## src/rtl/elevator_core_n.sv

```systemverilog
// Parametrised elevator core: latches inside/hall calls, serves them with a SCAN policy,
// and models travel and door dwell time with tick-driven counters.
module elevator_core_n #(
    parameter int unsigned NUM_FLOORS   = 8,
    parameter int unsigned FLOOR_W      = 3,
    parameter int unsigned TRAVEL_TICKS = 4,
    parameter int unsigned DOOR_TICKS   = 3
) (
    input  logic                  clk,
    input  logic                  reset,
    input  logic                  tick,
    input  logic                  call_valid,
    input  logic [FLOOR_W-1:0]    call_floor,
    input  logic [1:0]            call_type,
    output logic [FLOOR_W-1:0]    floor,
    output logic                  dir,
    output logic                  moving,
    output logic                  door_open,
    output logic                  arrived,
    output logic [NUM_FLOORS-1:0] req_in,
    output logic [NUM_FLOORS-1:0] req_up,
    output logic [NUM_FLOORS-1:0] req_down
);

    localparam int unsigned MaxTicks = (TRAVEL_TICKS > DOOR_TICKS) ? TRAVEL_TICKS : DOOR_TICKS;
    localparam int unsigned CntW     = $clog2(MaxTicks + 1);

    typedef logic [NUM_FLOORS-1:0] vec_t;
    typedef enum logic [1:0] {StIdle, StMove, StDoor} state_e;

    state_e             state_q, state_d;
    logic [FLOOR_W-1:0] floor_q, floor_d;
    logic               dir_q, dir_d;
    logic               arrived_q, arrived_d;
    logic [CntW-1:0]    travel_q, travel_d;
    logic [CntW-1:0]    door_q, door_d;
    vec_t               req_in_q, req_in_d;
    vec_t               req_up_q, req_up_d;
    vec_t               req_down_q, req_down_d;

    logic               call_ok, call_here;
    vec_t               call_oh, here_oh, next_oh, pending;
    vec_t               set_in, set_up, set_down;
    vec_t               clr_in, clr_up, clr_down;
    logic [FLOOR_W-1:0] next_floor;
    logic               ahead_here, ahead_next, stop;

    function automatic vec_t onehot(input logic [FLOOR_W-1:0] f);
        return vec_t'(1) << f;
    endfunction

    // Mask of floors strictly beyond f in the given direction (up=1).
    function automatic vec_t beyond(input logic [FLOOR_W-1:0] f, input logic up);
        vec_t oh;
        oh = onehot(f);
        return up ? ~((oh << 1) - vec_t'(1)) : (oh - vec_t'(1));
    endfunction

    // Call qualification and the lookahead terms used by the scheduler.
    always_comb begin
        call_ok = call_valid
                  && (32'(call_floor) < NUM_FLOORS)
                  && (call_type != 2'd3)
                  && !((call_type == 2'd1) && (32'(call_floor) == NUM_FLOORS - 1))
                  && !((call_type == 2'd2) && (call_floor == '0));
        // A call at the current floor while stationary just reopens the door.
        call_here  = call_ok && (call_floor == floor_q) && (state_q != StMove);
        call_oh    = onehot(call_floor);
        here_oh    = onehot(floor_q);
        pending    = req_in_q | req_up_q | req_down_q;
        ahead_here = |(pending & beyond(floor_q, dir_q));
        next_floor = dir_q ? floor_q + FLOOR_W'(1) : floor_q - FLOOR_W'(1);
        next_oh    = onehot(next_floor);
        ahead_next = |(pending & beyond(next_floor, dir_q));
        stop       = (|(req_in_q & next_oh))
                     || (dir_q && (|(req_up_q & next_oh)))
                     || (!dir_q && (|(req_down_q & next_oh)))
                     || !ahead_next;
        set_in   = '0;
        set_up   = '0;
        set_down = '0;
        if (call_ok && !call_here) begin
            unique case (call_type)
                2'd0:    set_in   = call_oh;
                2'd1:    set_up   = call_oh;
                2'd2:    set_down = call_oh;
                default: ;
            endcase
        end
    end

    // SCAN state machine; request clears override same-cycle sets.
    always_comb begin
        state_d   = state_q;
        floor_d   = floor_q;
        dir_d     = dir_q;
        travel_d  = travel_q;
        door_d    = door_q;
        arrived_d = 1'b0;
        clr_in    = '0;
        clr_up    = '0;
        clr_down  = '0;
        unique case (state_q)
            StIdle: begin
                if (call_here) begin
                    state_d = StDoor;
                    door_d  = CntW'(DOOR_TICKS);
                end else if (|(pending & here_oh)) begin
                    // Defensive: serve anything left at this floor instead of moving off-range.
                    clr_in   = here_oh;
                    clr_up   = here_oh;
                    clr_down = here_oh;
                    state_d  = StDoor;
                    door_d   = CntW'(DOOR_TICKS);
                end else if (|pending) begin
                    if (!ahead_here) begin
                        dir_d = ~dir_q;
                    end
                    state_d  = StMove;
                    travel_d = CntW'(TRAVEL_TICKS);
                end
            end
            StMove: begin
                if (tick) begin
                    if (travel_q == CntW'(1)) begin
                        floor_d = next_floor;
                        if (stop) begin
                            clr_in = next_oh;
                            if (dir_q || !ahead_next) clr_up = next_oh;
                            if (!dir_q || !ahead_next) clr_down = next_oh;
                            state_d   = StDoor;
                            door_d    = CntW'(DOOR_TICKS);
                            travel_d  = '0;
                            arrived_d = 1'b1;
                        end else begin
                            travel_d = CntW'(TRAVEL_TICKS);
                        end
                    end else begin
                        travel_d = travel_q - CntW'(1);
                    end
                end
            end
            StDoor: begin
                if (call_here) begin
                    door_d = CntW'(DOOR_TICKS);
                end else if (tick) begin
                    door_d = door_q - CntW'(1);
                    if (door_q == CntW'(1)) begin
                        state_d = StIdle;
                    end
                end
            end
            default: state_d = StIdle;
        endcase
        req_in_d   = (req_in_q | set_in) & ~clr_in;
        req_up_d   = (req_up_q | set_up) & ~clr_up;
        req_down_d = (req_down_q | set_down) & ~clr_down;
    end

    // State register with synchronous active-low reset.
    always_ff @(posedge clk) begin
        if (!reset) begin
            state_q    <= StIdle;
            floor_q    <= '0;
            dir_q      <= 1'b1;
            arrived_q  <= 1'b0;
            travel_q   <= '0;
            door_q     <= '0;
            req_in_q   <= '0;
            req_up_q   <= '0;
            req_down_q <= '0;
        end else begin
            state_q    <= state_d;
            floor_q    <= floor_d;
            dir_q      <= dir_d;
            arrived_q  <= arrived_d;
            travel_q   <= travel_d;
            door_q     <= door_d;
            req_in_q   <= req_in_d;
            req_up_q   <= req_up_d;
            req_down_q <= req_down_d;
        end
    end

    assign floor     = floor_q;
    assign dir       = dir_q;
    assign moving    = (state_q == StMove);
    assign door_open = (state_q == StDoor);
    assign arrived   = arrived_q;
    assign req_in    = req_in_q;
    assign req_up    = req_up_q;
    assign req_down  = req_down_q;

endmodule
```

## config.mk

```make
export PLATFORM = sky130hd
export DESIGN_NAME = elevator_core_n
export DESIGN_NICKNAME = d
export VERILOG_FILES = /design/src/rtl/elevator_core_n.sv
export SDC_FILE = /design/constraint.sdc
export NUM_CORES = 1
export LEC_CHECK = 0
export ABC_CLOCK_PERIOD_IN_PS = 9100
export CAP_MARGIN = 20
export CORE_MARGIN = 2
export CORE_UTILIZATION = 35
export DETAILED_ROUTE_END_ITERATION = 10
export PLACE_DENSITY_LB_ADDON = 0.25
export SYNTH_ARGS = -nofsm -noshare
export SYNTH_HDL_FRONTEND = slang
export SYNTH_SLANG_ARGS = --single-unit
```

## constraint.sdc

```tcl
create_clock -name clk -period 9.1 [get_ports clk]
set_input_delay 2.73 -clock clk [delete_from_list [all_inputs] [get_ports clk]]
set_output_delay 2.73 -clock clk [all_outputs]
set_load 0.03 [all_outputs]
```

Word level (Yosys, flattened, before mapping):

Cells that the tools add are included.
Widths: inputs -> output; s select.

* latch bits: 0
* memory bits (read-only): 0
* bits in writable memories: 0
* logic and storage cells: 154
* input bits: 9
* register bits: 37
* memories kept: 0
* output and inout port bits: 31

* divide/modulo/power cells: 0
* multiply operators: 0
* shift operators: 3
* reductions and logical operators: 38
* eq/ne operators: 22
* add/subtract/negate cells: 8
* mux-type cells: 51
* bitwise gates (word level): 23
* $lt $le $gt $ge: 0

Operators by type and width (number)
* $mux 8: 21
* $and 8x8->8: 9
* $reduce_or 8->1: 7
* $pmux 8 s2: 3
* $mux 3: 14
* $not 8->8: 5
* $or 8x8->8: 5
* $sub 8x1->8 const B: 4
* $shl 1x3->8 const A: 3
* $mux 2: 9
* $ne 2x2->1 const B: 7
* $logic_and 1x1->1: 10
* $reduce_and 5->1: 2
* $pmux 3 s3: 1
* $sub 3x1->3 const B: 3
* $ne 2x1->1 const B: 4
* $reduce_and 7->1: 1
* $eq 3x1->1 const B: 2
* $pmux 2 s3: 1
* $pmux 3 s2: 1
* $reduce_and 6->1: 1
* $logic_not 1->1: 5
* $logic_or 1x1->1: 5
* $eq 2x1->1 const B: 2
* other kinds (15): 20

Depth between registers and ports, before layout:

* depth in word-level cells: 17
* gate-level depth with buffers: 18
* depth with buffers taken out: 14

Least setup slack after synthesis:

No wires, ideal clock.

* path kind: input -> register
* start point: input call_floor[0]
* end point: register state_q[0]
* cell stages on the path: 9
* data arrival time: 4.524 ns
* library setup time: 0.072 ns
* setup slack: 4.504 ns
* path buffers: 1
* path through: clkbuf_1 > xor2_1 > nor4_1 > nand3_1 > nand2_1 > nor2_1 > a222oi_1 > nor2b_1 > mux2i_1

* word-level cells in the longest chain between the ends: 9

Ends and longest elaborated chain
* start, declared: line 13 `input logic [FLOOR_W-1:0] call_floor,`
* $eq 3x3->1: line 64 `&& !((call_type == 2'd1) && (32'(call_floor) == NUM_FLOORS - 1))`
* $logic_and 1x1->1: line 64
* $logic_not 1->1: line 64
* $logic_and 1x1->1: line 64
* $logic_and 1x1->1: line 65 `&& !((call_type == 2'd2) && (call_floor == '0));`
* $logic_and 1x1->1 * (2 in series): line 67 `call_here = call_ok && (call_floor == floor_q) && (state_q != StMove);`
* $ne 4x4->1 (no line), or another cell as far along
* $reduce_and 7->1 (no line) / $pmux 2 s3 (equally long branches)
* end signal, assigned: line 163 `state_q <= StIdle;`
* end signal, assigned: line 173 `state_q <= state_d;`
* end, declared: line 31 `state_e state_q, state_d;`

Mark *: on every way between the ends. The rest lies on a longest branch, timed or not.
A chain may end at the register's enable or synchronous reset.

Final worst setup path:

Same ends and word-level chain as after synthesis.

==> impl_metrics.json <==
{
  "min_period_over_period": 0.555,
  "postCtsHoldBufs": 0,
  "syn-cell-area_sq_um": 2880,
  "track_usage": 0.213,
  "hp-start": "travel_q[1]$_SDFFE_PN0P_",
  "worstPathArrival_ps": 5290,
  "register_area_sq_um": 741,
  "critPathMaxStageDelay_ps": 560,
  "period_minus_slack_ps": 5050,
  "grt_pass1_wl_um": 14800,
  "multi_input_comb_area_sq_um": 1980,
  "ys_seq_elements": 37,
  "cts_buffers": 5,
  "path_class": "in -> reg",
  "layout-drive-gt1-share": 0.0646,
  "ys_async_sr_fraction": 0,
  "hold_viol": 0,
  "slew_viol_final": 0,
  "rsz0062_at_grt": "false",
  "met3_usage": 0.0423,
  "combPwrFrac": 0.429,
  "cpMaxStageDelayCell": "clkdlybuf4s50_1",
  "path_cells": "clkdlybuf4s50_1 -> xor2_1 -> nor4_1 -> nand3_1 -> nand2_1 -> nor2_1 -> a222oi_1 -> nor2b_1 -> mux2i_1",
  "synth-edff-count": 0,
  "cts-root-buf": "clkbuf_8",
  "startpoint_type": "primary input",
  "clk_pin_slew_ps": 80,
  "critPathBufInv": 1,
  "dp_hpwl_um": 6870,
  "final_nets": 410,
  "avgSynthCellArea_sq_um": 7.94,
  "synthCells": 363,
  "yosysSeqAreaShare": 0.257,
  "worst_setup_path_end_kind": "flop",
  "grt_pass1_vias": 2797,
  "clock_path_buffers": 2,
  "dieArea_sq_um": 8980,
  "final.setup.tns_ps": 0,
  "max_cap_violations": 0,
  "drtIter0Drc": 361,
  "port_buffers": 39,
  "grt_max_degree": 24,
  "final_cell_mix": "a21oi_1, clkdlybuf4s50_1, dfxtp_1",
  "hold_depth": 2,
  "worst_ep_required_time_ps": 9340,
  "clk-insertion-delay-late_ps": 300,
  "grt-ovfl-total": 0,
  "p_leak_nw": 1.22,
  "clock.fmax_mhz": 198,
  "status": "complete, no violations",
  "wl_per_cell_um": 18.8,
  "yosys_most_used_dff": "dfxtp_1",
  "postRouteAntennaNets": 0,
  "antenna_found_initial": 0,
  "relSlewSlack": 0.186,
  "p_int_mw": 0.322,
  "crit_family": "simple AND/OR/NAND/NOR gates",
  "cts_tree": "done",
  "syn_to_final_growth_pct": 18.2,
  "timing.rr.end": "req_up[7]$_SDFF_PN0_",
  "seqPwrFrac": 0.346,
  "avgViaCountPerCell": 6.05,
  "core.rowCount": 33,
  "finClkSkew_ps": 9.72,
  "fin_cells": 492,
  "r2r_slack_ps": 4100,
  "synth_cell_types": 61,
  "min_path_type": "reg -> reg",
  "met1_usage": 0.290,
  "switchingPower_mw": 0.229,
  "synthesis.nets": 387,
  "globalplace.congestion": 0.944,
  "routed_wl_um": 9260,
  "met2_usage": 0.336,
  "p_per_area_nw_per_um2": 161,
  "tightest_slew_ps": 1210,
  "power_frac_clock": 0.225,
  "ir_worst_vdd_mv": 0.0860,
  "reg2reg_depth": 15,
  "cts.sinks": 37,
  "post_cts_buffers": 0,
  "die_height_um": 94.8,
  "path_max_fanout": 10,
  "finalSetupViolCount": 0,
  "drc": 0,
  "ys_warn_count": 0,
  "cts_htree_levels": 2,
  "cts_resized": 0,
  "start_util": 0.356,
  "core_area_sq_um": 8090,
  "reg2reg_from": "dir$_SDFFE_PN1P_",
  "fillers": 845,
  "die_w_um": 94.8,
  "whs_endpoint": "travel_q[1]$_SDFFE_PN0P_",
  "grt.busiest_layer": "met2",
  "dr_total_vias": 2979,
  "num_io_pins": 40,
  "switching_share": 0.416,
  "dp.cells": 484,
  "layout_setup_ws_ps": 4050,
  "place_ws_ps": 3760,
  "drt_first_pass_iters": 5,
  "num_antenna_cells": 0
}
[cells in the mapped netlist (6+ instances only)]
cell / n / share of area
nor3_1: 10 / 0.017
nand2_1: 32 / 0.042
o21ai_0: 16 / 0.028
nor3b_1: 7 / 0.018
clkbuf_1: 19 / 0.025
nor2_1: 17 / 0.022
xor2_1: 8 / 0.024
nor2b_1: 7 / 0.015
a21oi_1: 39 / 0.068
nand3_1: 11 / 0.019
mux2i_1: 7 / 0.024
a22oi_1: 8 / 0.021
inv_1: 17 / 0.022
a311oi_1: 13 / 0.039
ha_1: 14 / 0.061
or3_1: 6 / 0.013
a211oi_1: 13 / 0.034
dfxtp_1: 37 / 0.26
[layer usage]
metal  part of all wire  vias up  wire length, um
met1               0.44     1402             4030
met4              0.019        0              178
met2               0.47      147             4330
met5                  0        -                0
met3              0.077       14              714
li1                   -     1416                -
[flip-flops by register name, summed over array words and instances, names as in the netlist]
| signal | cells |
|---|---|
| req_down | 8 |
| travel_q | 3 |
| state_q | 2 |
| floor | 3 |
| req_in | 8 |
| arrived | 1 |
| dir | 1 |
| door_q | 3 |
| req_up | 8 |
[final cells by class]
type,instances,area share
multi-input cells,285,0.581
flip-flops and latches,37,0.217
repair buffers,40,0.117
well taps,105,0.0386
clock buffers,5,0.0202
inverters,17,0.0187
clock inverters,3,0.00734
[worst max path at each step]
stage | from | endpoint | depth (start not counted)
after CTS | call_floor[0] | state_q[0]$_SDFFE_PN0P_ | 9
after detailed placement | call_floor[0] | state_q[0]$_SDFFE_PN0P_ | 9
after floorplan | call_floor[0] | state_q[0]$_SDFFE_PN0P_ | 9
after global routing | dir$_SDFFE_PN1P_ | req_up[7]$_SDFF_PN0_ | 15
after global placement | call_floor[0] | state_q[0]$_SDFFE_PN0P_ | 9
final | call_floor[0] | state_q[0]$_SDFFE_PN0P_ | 9
[power groups by stage]
stage | clock, mW | sequential (mW) | combinational [mW]
global route | 0.135 | 0.192 | 0.260
floorplan | 0 | 0.191 | 0.177
CTS | 0.126 | 0.190 | 0.236
finish | 0.124 | 0.190 | 0.236
detailed placement | 0 | 0.194 | 0.234
global placement | 0 | 0.193 | 0.230
[per-stage QoR]
stage | area [sq um] | hold WS, ps | power (mW) | util
2_1_floorplan | 2880 | 431 | 0.368 | -
3_3_place_gp | 3310 | 440 | 0.424 | 0.409
3_5_place_dp | 3310 | 443 | 0.428 | 0.409
4_1_cts | 3410 | 454 | 0.552 | 0.421
5_1_grt | 3410 | 488 | 0.587 | 0.421
6_report | 3410 | 454 | 0.550 | 0.421
[logic make-up after synthesis]
family,count (synthesis),synth area share
compound gates,127,0.298
simple gates,117,0.220
buf+inv,41,0.0564
flops,37,0.257
fa+ha+maj,15,0.0677
xor+xnor,14,0.0477
mux,12,0.0529
[worst min-delay path: cells and delay by family, from the launching register on]
kind	cells	cell delay, ps
AOI/OAI and AO/OA	1	50
DFF	1	310
and+or+nand+nor	1	50
(Power assumes the default switching activity.)
